File: src/rtl/demux_1to4_dispatcher_pkg.sv
// demux_1to4_dispatcher_pkg: shared state encoding and channel index width
package demux_1to4_dispatcher_pkg;
    typedef enum logic {
        ST_IDLE = 1'b0,
        ST_SEND = 1'b1
    } state_t;
    localparam int CH_W = 2;
endpackage

File: src/rtl/demux_1to4_dispatcher_demux.sv
// demux_1to4_d: routes one word to the selected channel, all other channels read 0
import demux_1to4_dispatcher_pkg::*;
module demux_1to4_d #(
    parameter int width = 16
) (
    input  logic             en,
    input  logic [width-1:0] i,
    input  logic [CH_W-1:0]  sel,
    output logic [width-1:0] o0,
    output logic [width-1:0] o1,
    output logic [width-1:0] o2,
    output logic [width-1:0] o3
);
    // steer the word to exactly one output while enabled
    always_comb begin
        o0 = (en && sel == 2'd0) ? i : '0;
        o1 = (en && sel == 2'd1) ? i : '0;
        o2 = (en && sel == 2'd2) ? i : '0;
        o3 = (en && sel == 2'd3) ? i : '0;
    end
endmodule

File: src/rtl/demux_1to4_dispatcher.sv
// demux_1to4_dispatcher: accepts input words and hands each to one of four channels with timeout
import demux_1to4_dispatcher_pkg::*;
module demux_1to4_dispatcher #(
    parameter int width   = 16,
    parameter int TIMEOUT = 15,
    parameter int TO_W    = 4
) (
    input  logic             clk,
    input  logic             rst,
    input  logic             mode,
    input  logic             in_valid,
    output logic             in_ready,
    input  logic [width-1:0] in_data,
    input  logic [CH_W-1:0]  in_dest,
    output logic [3:0]       out_valid,
    input  logic [3:0]       out_ready,
    output logic [width-1:0] o0,
    output logic [width-1:0] o1,
    output logic [width-1:0] o2,
    output logic [width-1:0] o3,
    output logic             busy,
    output logic             drop
);
    localparam logic [TO_W-1:0] TO_LAST = TO_W'(TIMEOUT == 0 ? 0 : TIMEOUT - 1);

    state_t           state_q, state_d;
    logic [CH_W-1:0]  rr_ptr_q, rr_ptr_d;
    logic [CH_W-1:0]  sel_q, sel_d;
    logic [width-1:0] hold_q, hold_d;
    logic [TO_W-1:0]  wait_cnt_q, wait_cnt_d;
    logic             mode_q, mode_d;
    logic             drop_q, drop_d;
    logic             sending;

    assign sending   = (state_q == ST_SEND) && !rst;
    assign in_ready  = (state_q == ST_IDLE) && !rst;
    assign out_valid = sending ? (4'b0001 << sel_q) : 4'b0000;
    assign busy      = (state_q == ST_SEND);
    assign drop      = drop_q;

    // capture in IDLE; in SEND finish on ready, abandon on timeout, else keep counting
    always_comb begin
        state_d    = state_q;
        rr_ptr_d   = rr_ptr_q;
        sel_d      = sel_q;
        hold_d     = hold_q;
        wait_cnt_d = wait_cnt_q;
        mode_d     = mode_q;
        drop_d     = 1'b0;
        if (state_q == ST_IDLE) begin
            if (in_valid) begin
                hold_d     = in_data;
                sel_d      = mode ? in_dest : rr_ptr_q;
                mode_d     = mode;
                wait_cnt_d = '0;
                state_d    = ST_SEND;
            end
        end else if (out_ready[sel_q]) begin
            state_d  = ST_IDLE;
            rr_ptr_d = mode_q ? rr_ptr_q : sel_q + 2'd1;
        end else if (TIMEOUT != 0 && wait_cnt_q == TO_LAST) begin
            state_d  = ST_IDLE;
            drop_d   = 1'b1;
            rr_ptr_d = mode_q ? rr_ptr_q : sel_q + 2'd1;
        end else begin
            wait_cnt_d = wait_cnt_q + 1'b1;
        end
    end

    // state registers with synchronous reset
    always_ff @(posedge clk) begin
        if (rst) begin
            state_q    <= ST_IDLE;
            rr_ptr_q   <= '0;
            sel_q      <= '0;
            hold_q     <= '0;
            wait_cnt_q <= '0;
            mode_q     <= 1'b0;
            drop_q     <= 1'b0;
        end else begin
            state_q    <= state_d;
            rr_ptr_q   <= rr_ptr_d;
            sel_q      <= sel_d;
            hold_q     <= hold_d;
            wait_cnt_q <= wait_cnt_d;
            mode_q     <= mode_d;
            drop_q     <= drop_d;
        end
    end

    demux_1to4_d #(.width(width)) u_demux (
        .en  (sending),
        .i   (hold_q),
        .sel (sel_q),
        .o0  (o0),
        .o1  (o1),
        .o2  (o2),
        .o3  (o3)
    );
endmodule
File: config.mk
export PLATFORM = sky130hd
export DESIGN_NAME = demux_1to4_dispatcher
export DESIGN_NICKNAME = d
export VERILOG_FILES = /design/src/rtl/demux_1to4_dispatcher_pkg.sv /design/src/rtl/demux_1to4_dispatcher_demux.sv /design/src/rtl/demux_1to4_dispatcher.sv
export SDC_FILE = /design/constraint.sdc
export NUM_CORES = 1
export LEC_CHECK = 0
export ABC_AREA = 1
export CAP_MARGIN = 20
export CORE_ASPECT_RATIO = 0.8
export CORE_MARGIN = 4
export CORE_UTILIZATION = 30
export DETAILED_ROUTE_END_ITERATION = 7
export PLACE_DENSITY = 0.74
export SLEW_MARGIN = 10
export SYNTH_ARGS = -nofsm -noshare
export SYNTH_HDL_FRONTEND = slang
export SYNTH_SLANG_ARGS = --single-unit
File: constraint.sdc
create_clock -name clk -period 1.64 [get_ports clk]
set_input_delay 0.164 -clock clk [delete_from_list [all_inputs] [get_ports clk]]
set_output_delay 0.164 -clock clk [all_outputs]
set_load 0.05 [all_outputs]
After elaboration in Yosys (flattened, before gate mapping) --
Index checks and enable logic that the tools add are counted.
Operators by class: $add $sub $neg 2, $lt $le $gt $ge 1, eq/ne operators 6, shift-type cells 1, multiplexer cells 20, bitwise gates (word level) 1, reduce and logical (&&, ||, !) cells 14
Operators by type and width (number):
- 2-to-1 mux 16 bit | 4
- 2-to-1 mux 4 bit | 5
- 2-to-1 mux 2 bit | 4
- logical AND 1 bit | 6
- 2-to-1 mux 1 bit | 6
- adder 4 x 1 -> 4 bit, second input constant | 1
- == test 2 bit, second input constant | 2
- == test 4 bit, second input constant | 1
- inequality test 2 bit, second input constant | 2
- AND reduction 2 bit | 2
- nonzero test 2 bit | 2
- left shift 1 x 2 -> 4 bit, first input constant | 1
- less-than comparator 2 x 3 -> 1 bit, second input constant | 1
- AND reduction 3 bit | 1
- OR reduction 3 bit | 1
- adder 2 x 1 -> 2 bit, second input constant | 1
- binary-select mux 1 bit (select 2 bit) | 1
- == test 2 x 1 -> 1 bit, second input constant | 1
- logical NOT 2 bit | 1
- logical NOT 1 bit | 1
- inverter 1 bit | 1
Storage, ports and cells: register bits after elaboration 27, bits of input ports 26, output and inout bits 71, word-level logic and storage cells 52

Logic depth before layout (Yosys ltp) --
Gate-level depths: netlist of run 1.
depth in word-level cells 4, depth in mapped cells 8

Cells and area by module --
Synthesis of run 1 repeated with hierarchy kept, for this count alone.
Second synthesis, totals: cell total of the unflattened synthesis 250, area, all modules 1577.8 sq um
By module, submodules not included:
- demux_1to4_dispatcher | instances 1, cells each 159, area an instance 1219.9 sq um, sequential area each 540.5 sq um
- demux_1to4_d | instances 1, cells each 91, area an instance 357.8 sq um, sequential area each 0.0 sq um

Worst setup path before layout of run 1 --
No wires, ideal clock.
kind register to output, start register state_q, in the netlist busy, end output port o0[10], arrival 1.973 ns, data required time 1.476 ns, setup slack -0.497 ns, stages on the path, launching flop included 6, path buffers 1, cells stage by stage dfxtp_1 inv_2 nor2_8 nand2_4 buf_6 nor2_1
Between the ends: cells in the longest elaborated chain, start to end 3
Ends and longest elaborated chain:
- from (decl) | line demux_1to4_dispatcher.sv:26 | state_t state_q, state_d;
- from (signal assigned) | line demux_1to4_dispatcher.sv:81 | state_q <= state_d;
- logical AND 1 bit | line demux_1to4_dispatcher.sv:35 | assign sending = (state_q == ST_SEND) && !rst;
- logical AND 1 bit | line demux_1to4_dispatcher_demux.sv:16 | o0 = (en && sel == 2'd0) ? i : '0;
- 2-to-1 mux 16 bit | line demux_1to4_dispatcher_demux.sv:16
- to (decl) | line demux_1to4_dispatcher.sv:17 | output logic [width-1:0] o0,
Every way passes these cells.

Final worst setup path of run 1 --
start register sel_q[1], end output port o0[1]
Between the ends: cells in the longest elaborated chain, start to end 3
Ends and longest elaborated chain:
- from (decl) | line demux_1to4_dispatcher.sv:28 | logic [CH_W-1:0] sel_q, sel_d;
- from (signal assigned) | line demux_1to4_dispatcher.sv:83 | sel_q <= sel_d;
- logical NOT 2 bit | line demux_1to4_dispatcher_demux.sv:16
- logical AND 1 bit | line demux_1to4_dispatcher_demux.sv:16
- 2-to-1 mux 16 bit | line demux_1to4_dispatcher_demux.sv:16
Every way passes these cells.

==> results of run 1 <==
[cell usage after synthesis]
| master | n | area share [%] |
|---|---|---|
| sky130_fd_sc_hd__nor2_1 | 67 | 16 |
| sky130_fd_sc_hd__a21oi_1 | 28 | 9.2 |
| sky130_fd_sc_hd__dfxtp_1 | 27 | 35 |
| sky130_fd_sc_hd__inv_1 | 23 | 5.7 |
| sky130_fd_sc_hd__o21ai_0 | 19 | 6.2 |
| sky130_fd_sc_hd__nand2_1 | 15 | 3.7 |
| sky130_fd_sc_hd__nand3_1 | 9 | 2.9 |
| sky130_fd_sc_hd__inv_2 | 7 | 1.7 |
| sky130_fd_sc_hd__ha_1 | 6 | 4.9 |
| sky130_fd_sc_hd__buf_6 | 5 | 3.7 |
| sky130_fd_sc_hd__buf_2 | 4 | 1.3 |
| sky130_fd_sc_hd__nand2_4 | 4 | 2.9 |
| sky130_fd_sc_hd__nand4_1 | 4 | 1.6 |
| sky130_fd_sc_hd__nor2_2 | 2 | 0.82 |
| sky130_fd_sc_hd__buf_1 | 1 | 0.25 |
| sky130_fd_sc_hd__clkbuf_1 | 1 | 0.25 |
| sky130_fd_sc_hd__nand2_2 | 1 | 0.41 |
| sky130_fd_sc_hd__nand3_2 | 1 | 0.66 |
| sky130_fd_sc_hd__nor2_8 | 1 | 1.3 |
| sky130_fd_sc_hd__xor2_1 | 1 | 0.57 |
[where the power goes]
part | switching, uW | total, uW | internal (uW)
Combinational | 394 | 616 | 222
Clock | 222 | 392 | 171
Sequential | 29.8 | 732 | 702
Total | 645 | 1740 | 1100
[area by class of cell]
type | count | area, sq um | share of cell area (%)
clock buffers | 3 | 41.3 | 1.04
clock inverters | 1 | 5.00 | 0.126
inverters | 30 | 123 | 3.10
multi-input cells | 165 | 1430 | 36.2
flip-flops and latches | 27 | 549 | 13.9
well taps | 60 | 75.1 | 1.90
repair buffers | 103 | 1740 | 43.8
[through the flow]
step | total power, uW | instance area (sq um)
6_report | 1740 | 3960
5_1_grt | 1820 | 3960
4_1_cts | 1600 | 3490
3_5_place_dp | 1190 | 3340
3_3_place_gp | 1170 | 3340
2_1_floorplan | 1010 | 1690
[cell usage in the layout, fill, tap and decap left out, types with 4 or more instances in the layout]
cell	n
sky130_fd_sc_hd__inv_1	22
sky130_fd_sc_hd__buf_12	70
sky130_fd_sc_hd__nand2_1	15
sky130_fd_sc_hd__a21oi_1	28
sky130_fd_sc_hd__nand4_1	4
sky130_fd_sc_hd__nand2_8	8
sky130_fd_sc_hd__o21ai_0	19
sky130_fd_sc_hd__buf_4	6
sky130_fd_sc_hd__dfxtp_1	24
sky130_fd_sc_hd__nor2_2	8
sky130_fd_sc_hd__nand3_1	9
sky130_fd_sc_hd__nor2_4	57
sky130_fd_sc_hd__nor2_1	4
sky130_fd_sc_hd__ha_4	4
sky130_fd_sc_hd__inv_2	5
sky130_fd_sc_hd__clkdlybuf4s50_1	24
[state kept, by name, indices dropped and copies added (netlist names)]
register,cells
hold_q,16
wait_cnt_q,4
rr_ptr_q,2
sel_q,2
busy,1
drop,1
mode_q,1
[per-layer routing]
layer	share of wire, %	up-vias	track usage [%]	wire, um
met5	0	-	0	0
met1	40	914	21.3	2820
li1	-	929	-	-
met2	53	78	30.2	3730
met3	5.8	8	3.68	408
met4	1.1	0	3.41	80
[cell families after synthesis]
logic type / Yosys count
buf+inv: 41
fa+ha+maj: 6
flops: 27
simple gates: 104
xor+xnor: 1
compound gates: 47
[worst max path at each step]
stage / endpoint / slack [ns]
finish: o0[1] / 0.02
global route: o2[14] / -0.03
CTS: o2[10] / -0.02
detailed placement: hold_q[15] / -0.09
global placement: o2[11] / -0.03
floorplan: o0[10] / -0.06
[worst max-delay path, stage by stage, from the launching register on]
cell and delay [ns]:
sky130_fd_sc_hd__dfxtp_2 0.39, sky130_fd_sc_hd__inv_4 0.10, sky130_fd_sc_hd__ha_4 0.22, sky130_fd_sc_hd__nand2_8 0.13, sky130_fd_sc_hd__nor2_2 0.17, sky130_fd_sc_hd__buf_12 0.16
[what timing repair did]
action	4_1_cts	5_1_grt
hold endpoints to repair	0	0
cloned	0	8
pin swaps	3	8
buffers inserted	3	1
setup endpoints to repair	68	65
resized for setup	15	69
==> summary.txt, run 1 <==
R2r endpoint: hold_q[4]
Clock insertion delay at the later pin of the skew report: 0.28 ns
Adder-Cell Fraction of Synth Area: 4.91%
Buffers on Ports: 96
Final Routed Wirelength: 7040 um
Post-Syn Area per Cell: 6.76 sq um
Hold path start: rst
Synthesized Nets: 258
Startpoint of the worst-slack reg-to-reg timing path: busy
RSZ-0062 raised after global routing: yes
Deepest clock path buffer count: 2
Register clock-pin slew on the reported worst setup and hold paths: 0.10 ns
Crit end category: output pin
Detail Route Antenna Nets: 0
Filler Cells Inserted: 261
Via count of the first global-routing pass: 1690
CP Launch Type: register
Worst setup path start: sel_q[1]
Max-slew violations: 0
Worst-case vdd ir drop: 0.428 mV
Area of the mapped netlist: 1530 sq um
Multiplexer area fraction after synthesis: 0%
Cell depth of the worst hold path: 4
Complex-gate fraction of the synthesized area: 15.4%
DRC violation count after routing: 0
Power Dens Cells: 439 nW/um^2
Static leakage power: 0.00141 uW
Final-report hold violation count: 0
Largest net degree at the start of global routing: 40
Detailed-routing iteration count for the pre-antenna-repair pass: 4
Worst min-delay path endpoint: drop
Hold bufs inserted after CTS: 0
Place WS: -0.0923 ns
Cell count after synthesis: 226
Synth cell types: 20
Area enclosed by the die boundary: 6310 sq um
Slew margin rel.: 60.4%
Critical path fanouts, max: 9
Total GRT Usage: 17.1%
Worst Hold Margin: 0.302 ns
Status: completed
Routed len/inst: 18.1 um
Flop and latch count out of synthesis: 27
Vias per std cell: 4.96
Initial antenna violation count: 0
Num CTS Buffers: 3
Final setup fails: 0
Number of inserted diodes: 0
Timing-limited maximum frequency: 616 MHz
Core region area: 4760 sq um
Wire length of the first global-routing pass: 8510 um
Aggregate global routing overflow: 0
Req. time, crit path: 1.48 ns
Parity-gate share of the synthesized area counting xor and xnor cells: 0.573%
Depth of the most critical reg-to-reg path: 5
Finished Core Util: 83.2%
Width of the die: 87.8 um
Detailed-placement wirelength estimate: 4210 um
Nets: 362
Proportion of layout cells with a drive suffix above 1: 53.5%
TritonCTS clock tree: built
Number of vias after detailed routing: 1929
Number of ports placed on the die boundary: 97
Clock period minus final worst setup slack: 1.62 ns
Total instance count after detailed placement: 373
Sequential fraction of the synthesis area: 35.4%
Setup ws final: 0.0174 ns
Post-Route Skew: 0.00105 ns
Simple-Gate Fraction of Synth Area: 30.9%
Count of max-cap constraint violations: 0
Largest family of logic cells by synthesized area: simple AND/OR/NAND/NOR gates
Num rows: 22
Endpoint arrival time on the critical path: 1.46 ns
Routability cong.: 0.782
Slew at the pin closest to its max-slew limit: 0.593 ns
Clock root buffer: sky130_fd_sc_hd__clkbuf_8
Synthesis-to-finish area growth: 159%
Filler-free cell count of the finished design: 389
Worst hold path class: primary input to register
Worst setup path class: register to output pin
H-tree level count: 1
Die Ht: 71.8 um
Setup total negative slack: 0 ns
Ratio of final minimum period to clock period: 98.9%
Number of DRC markers in iteration 0: 76
Effective utilization at floorplan: 32.1%
Flop-to-flop setup slack: 0.16 ns
Synth warnings: 0
Number of clock sinks: 27
(Power assumes the default switching activity.)
==> run 2, diff against run 1 <==
Clock period 1.64 ns to 1.58 ns, I/O delays scaled along.
==> summary.txt, run 2 (synthesis results as in run 1) <==
Status: finished with violations
Violations in the final reports: negative setup slack
R2r endpoint: hold_q[0]
Routed len/inst: 18.3 um
Via count of the first global-routing pass: 1949
Count of max-cap constraint violations: 0
Worst-case vdd ir drop: 0.622 mV
Startpoint of the worst-slack reg-to-reg timing path: busy
Flop-to-flop setup slack: 0.12 ns
Static leakage power: 0.00137 uW
Deepest clock path buffer count: 2
Width of the die: 87.8 um
Power Dens Cells: 458 nW/um^2
Relative contribution of sequential cells to total power: 42.1%
Worst setup path class: register to output pin
Slew margin rel.: 60.8%
Hold bufs inserted after CTS: 0
Flip-flop count of the largest register after layout: 16
Setup total negative slack: -1.55 ns
Nets: 362
Most frequent cells in the layout: sky130_fd_sc_hd__buf_12 (70), sky130_fd_sc_hd__nor2_4 (50), sky130_fd_sc_hd__a21oi_1 (28)
Number of ports placed on the die boundary: 97
DRC violation count after routing: 0
Endpoint arrival time on the critical path: 1.49 ns
Finished Core Util: 82.6%
Initial antenna violation count: 0
Total instance count after detailed placement: 374
Number of DRC markers in iteration 0: 142
Filler Cells Inserted: 250
Hold path start: in_dest[1]
Slew at the pin closest to its max-slew limit: 0.586 ns
Place WS: -0.137 ns
Detailed-placement wirelength estimate: 4180 um
Clock period minus final worst setup slack: 1.64 ns
Depth of the most critical reg-to-reg path: 5
Final Routed Wirelength: 7120 um
Vias per std cell: 5.04
RSZ-0062 raised after global routing: yes
Final std cell area, no fill: 3930 sq um
Largest net degree at the start of global routing: 40
Register clock-pin slew on the reported worst setup and hold paths: 0.10 ns
Synthesis-to-finish area growth: 157%
Switching power total: 663 uW
Req. time, crit path: 1.42 ns
Most frequent standard cell in the layout excluding fill and tap cells: sky130_fd_sc_hd__buf_12
Relative contribution of the clock network to total power: 22.5%
Effective utilization at floorplan: 32.1%
Post-DP Area: 3350 sq um
Wire length of the first global-routing pass: 10600 um
Proportion of layout cells with a drive suffix above 1: 53.5%
Die Ht: 71.8 um
TritonCTS clock tree: built
Clock root buffer: sky130_fd_sc_hd__clkbuf_8
Combinational fraction of design power: 35.4%
Cell depth of the worst hold path: 3
Detailed-routing iteration count for the pre-antenna-repair pass: 5
Fraction of power spent switching nets: 36.8%
Critical path fanouts, max: 9
Worst min-delay path endpoint: sel_q[1]
Register bank with the most flops: hold_q
H-tree level count: 1
Core region area: 4760 sq um
Detail Route Antenna Nets: 0
Number of vias after detailed routing: 1959
Timing-limited maximum frequency: 609 MHz
Setup ws final: -0.0633 ns
Biggest regs: hold_q (16), wait_cnt_q (4)
Total GRT Usage: 21.8%
Num CTS Buffers: 3
Max-slew violations: 0
Crit end category: output pin
Ratio of final minimum period to clock period: 104%
Worst hold path class: primary input to register
Post-Route Skew: 0.00744 ns
Num rows: 22
Buffers on Ports: 96
Routability cong.: 0.777
Clock insertion delay at the later pin of the skew report: 0.28 ns
Filler-free cell count of the finished design: 389
Number of clock sinks: 27
Final-report hold violation count: 0
Area enclosed by the die boundary: 6310 sq um
CP Launch Type: register
Aggregate global routing overflow: 0
Internal power component: 1140 uW
Number of inserted diodes: 0
Final setup fails: 51
## run 2: changes by cell type in the layout (fill, tap and decap cells not counted), sizes merged
cell / before / now
dlymetal6s2s: 1 / 0
clkbuf: 4 / 3
buf: 77 / 79
nand2: 27 / 26
dlygate4sd2: 0 / 1
## run 2: worst max-delay path: stages, from the launching register on
cell                      delay (ns)
sky130_fd_sc_hd__dfxtp_2        0.36
sky130_fd_sc_hd__inv_4          0.05
sky130_fd_sc_hd__nor2_8         0.15
sky130_fd_sc_hd__buf_12         0.19
sky130_fd_sc_hd__nand2_8        0.13
sky130_fd_sc_hd__nor2_2         0.16
sky130_fd_sc_hd__buf_12         0.16
## run 2: final cells by class
class	instances	area (sq um)	area share (%)
tap	60	75.1	1.91
clock inverter	1	5.00	0.127
multi-input combinational	164	1400	35.5
sequential	27	549	14.0
timing repair buffer	104	1740	44.2
clock buffer	3	41.3	1.05
inverter	30	130	3.31
## run 2: per-layer routing
metal / GRT usage (%) / vias up / wire length, um / part of all wire, %
met5: 0 / - / 0 / 0
met4: 5.45 / 0 / 125 / 1.8
met2: 40.1 / 92 / 3750 / 53
met1: 25.7 / 919 / 2770 / 39
li1: - / 932 / - / -
met3: 4.25 / 16 / 471 / 6.6
## run 2: power by group through the flow
| stage | registers [uW] | clock network [uW] | logic, uW |
|---|---|---|---|
| 2_1_floorplan | 772 | 0 | 281 |
| 3_3_place_gp | 764 | 0 | 458 |
| 3_5_place_dp | 766 | 0 | 471 |
| 4_1_cts | 755 | 405 | 615 |
| 5_1_grt | 764 | 439 | 679 |
| 6_report | 759 | 406 | 639 |
## run 2: what timing repair did
item                                    CTS  global route
endpoints found under the setup margin   68            68
pin swaps                                 8             5
gates cloned                              7             0
setup buffers                             3             1
gates resized for setup                  68            13
## run 2: through the flow
step                hold slack (ns)  total power [uW]
global route                  0.461              1880
CTS                           0.439              1780
global placement              0.453              1220
floorplan                     0.297              1050
detailed placement            0.457              1240
finish                        0.459              1800
## run 2: how the worst max path moves through the flow
stage | from | end | depth (start not counted)
floorplan | busy | o0[10] | 5
global placement | rst | o2[11] | 5
global route | busy | o3[3] | 6
CTS | busy | o0[8] | 6
detailed placement | rst | hold_q[11] | 5
finish | busy | o0[2] | 6
==> run 3, diff against run 2 <==
Settings changed: PLACE_DENSITY 0.74 to 0.73, SYNTH_HIERARCHICAL from default to 1.
==> summary.txt, run 3 <==
Status: finished with violations
Violations in the final reports: negative setup slack
Req. time, crit path: 1.42 ns
Cell count after synthesis: 250
Synthesized Nets: 282
Top cells by count, synth: sky130_fd_sc_hd__nor2_1 (105), sky130_fd_sc_hd__inv_1 (31), sky130_fd_sc_hd__dfxtp_1 (27)
Ratio of final minimum period to clock period: 104%
Most instantiated library cell after synthesis: sky130_fd_sc_hd__nor2_1
Wire length of the first global-routing pass: 10300 um
Count of flip-flops with a built-in enable after synthesis: 0
Crit end category: output pin
Detailed-placement wirelength estimate: 5300 um
Register bank with the most flops: hold_q
Setup total negative slack: -1.76 ns
Largest net degree at the start of global routing: 24
Most frequent standard cell in the layout excluding fill and tap cells: sky130_fd_sc_hd__buf_12
Most frequent cells in the layout: sky130_fd_sc_hd__buf_12 (74), sky130_fd_sc_hd__nor2_4 (54), sky130_fd_sc_hd__nor2_1 (36)
Area leader, netlist: sky130_fd_sc_hd__dfxtp_1
Nets: 384
Clock insertion delay at the later pin of the skew report: 0.27 ns
Width of the die: 89.1 um
Detailed-routing iteration count for the pre-antenna-repair pass: 4
Number of ports placed on the die boundary: 97
Post-Syn Area per Cell: 6.31 sq um
Power Dens Cells: 447 nW/um^2
Buffers on Ports: 96
Setup ws final: -0.0685 ns
Die Ht: 72.9 um
Critical path fanouts, max: 8
Biggest regs: hold_q (16), wait_cnt_q (4)
Effective utilization at floorplan: 31.3%
Number of vias after detailed routing: 1993
Routability cong.: 0.775
Hold bufs inserted after CTS: 0
Final setup fails: 63
Worst setup path class: primary input to output pin
Static leakage power: 0.00142 uW
Number of inserted diodes: 0
Synth cell types: 23
Proportion of layout cells with a drive suffix above 1: 50.1%
Count of max-cap constraint violations: 0
Clock period minus final worst setup slack: 1.65 ns
Endpoint arrival time on the critical path: 1.49 ns
Post-Route Skew: 0.00564 ns
Number of DRC markers in iteration 0: 77
Vias per std cell: 4.83
Area of the mapped netlist: 1580 sq um
CP Launch Type: primary input
Synthesis-to-finish area growth: 148%
Largest cells by area after synthesis: sky130_fd_sc_hd__dfxtp_1 (34%), sky130_fd_sc_hd__nor2_1 (25%), sky130_fd_sc_hd__inv_1 (7.4%)
Area enclosed by the die boundary: 6490 sq um
Total GRT Usage: 20.2%
Dominant synthesized flop cell: sky130_fd_sc_hd__dfxtp_1
Num CTS Buffers: 3
Final Routed Wirelength: 6580 um
Worst hold path class: primary input to register
Finished Core Util: 77.8%
Detail Route Antenna Nets: 0
Flip-flop count of the largest register after layout: 16
Register clock-pin slew on the reported worst setup and hold paths: 0.09 ns
Number of clock sinks: 27
RSZ-0062 raised after global routing: yes
TritonCTS clock tree: built
Via count of the first global-routing pass: 2008
Final-report hold violation count: 0
Sequential fraction of the synthesis area: 34.3%
Timing-limited maximum frequency: 607 MHz
Deepest clock path buffer count: 2
Initial antenna violation count: 0
Routed len/inst: 15.9 um
Place WS: -0.0972 ns
Slew margin rel.: 62.7%
Synth warnings: 6
Post-DP Area: 3770 sq um
Core region area: 5040 sq um
DRC violation count after routing: 0
Post-synth top area share: 34.3%
Aggregate global routing overflow: 0
Share of synthesized flip-flops with an asynchronous set or reset: 0%
Max-slew violations: 0
Num rows: 23
Worst-case vdd ir drop: 0.450 mV
Final std cell area, no fill: 3920 sq um
Slew at the pin closest to its max-slew limit: 0.559 ns
Flop and latch count out of synthesis: 27
Clock root buffer: sky130_fd_sc_hd__clkbuf_8
H-tree level count: 1
[run 3: changes by cell type after synthesis, moves of 2 or more]
cell	previous run	this run
sky130_fd_sc_hd__nor2_1	67	105
sky130_fd_sc_hd__nand3_2	1	3
sky130_fd_sc_hd__nand2_2	1	4
sky130_fd_sc_hd__inv_2	7	2
sky130_fd_sc_hd__buf_6	5	1
sky130_fd_sc_hd__inv_1	23	31
sky130_fd_sc_hd__nand2_4	4	1
sky130_fd_sc_hd__a21oi_1	28	12
sky130_fd_sc_hd__nand2_1	15	12
sky130_fd_sc_hd__buf_4	0	4
[run 3: repair_timing]
| action | in CTS | in global routing |
|---|---|---|
| gates cloned | 0 | 0 |
| buffers inserted | 2 | 0 |
| pin swaps | 5 | 5 |
| gates resized for setup | 17 | 6 |
| endpoints found under the setup margin | 68 | 68 |
[run 3: logic make-up (layout without fill, tap and decap cells)]
logic type / count (synthesis) / in the layout / synth area share (%)
AO/OA/AOI/OAI: 31 / 31 / 9.83
XOR/XNOR: 1 / 1 / 0.555
adder cells (fa/ha/maj): 6 / 6 / 4.76
buffers and inverters: 44 / 145 / 12.2
flip-flops: 27 / 27 / 34.3
AND/OR/NAND/NOR: 141 / 141 / 38.4
[run 3: stage by stage]
step | instances | total power, uW | hold slack, ns
2_1_floorplan | 250 | 1120 | 0.293
3_3_place_gp | 407 | 1320 | 0.451
3_5_place_dp | 407 | 1340 | 0.454
4_1_cts | 413 | 1750 | 0.446
5_1_grt | 413 | 1840 | 0.450
6_report | 413 | 1750 | 0.453
[run 3: path summary, 6_finish.rpt]
check	startpoint	to	slack [ns]	cells after the start
max	rst	o1[2]	-0.07	6
min reg2reg	rr_ptr_q[0]	rr_ptr_q[0]	0.47	2
max reg2reg	wait_cnt_q[0]	wait_cnt_q[3]	0.27	6
min	in_dest[1]	sel_q[1]	0.45	3
[run 3: report_power, final]
part | internal [uW] | switching, uW
sequential | 730 | 38.5
clock | 181 | 219
combinational | 214 | 369
[run 3: worst max-delay path, cell delays in order]
cell and delay (ns):
sky130_fd_sc_hd__clkdlybuf4s50_1 0.48, sky130_fd_sc_hd__nor2_4 0.24, sky130_fd_sc_hd__nand3_2 0.14, sky130_fd_sc_hd__buf_6 0.18
sky130_fd_sc_hd__nor2_2 0.14, sky130_fd_sc_hd__buf_12 0.15
[run 3: routing by layer]
metal | track usage (%) | vias to the layer above | share of wire, %
met5 | 0 | - | 0
met4 | 3.97 | 0 | 1.4
met3 | 3.39 | 8 | 6.9
met2 | 36.2 | 73 | 53
met1 | 25.4 | 938 | 39
li1 | - | 974 | -
[run 3: area by class of cell]
type	count	area (sq um)
clock buffers	4	45.0
fillers	297	1120
inverters	33	126
multi-input cells	179	1310
flip-flops and latches	27	547
well taps	62	77.6
repair buffers	108	1810
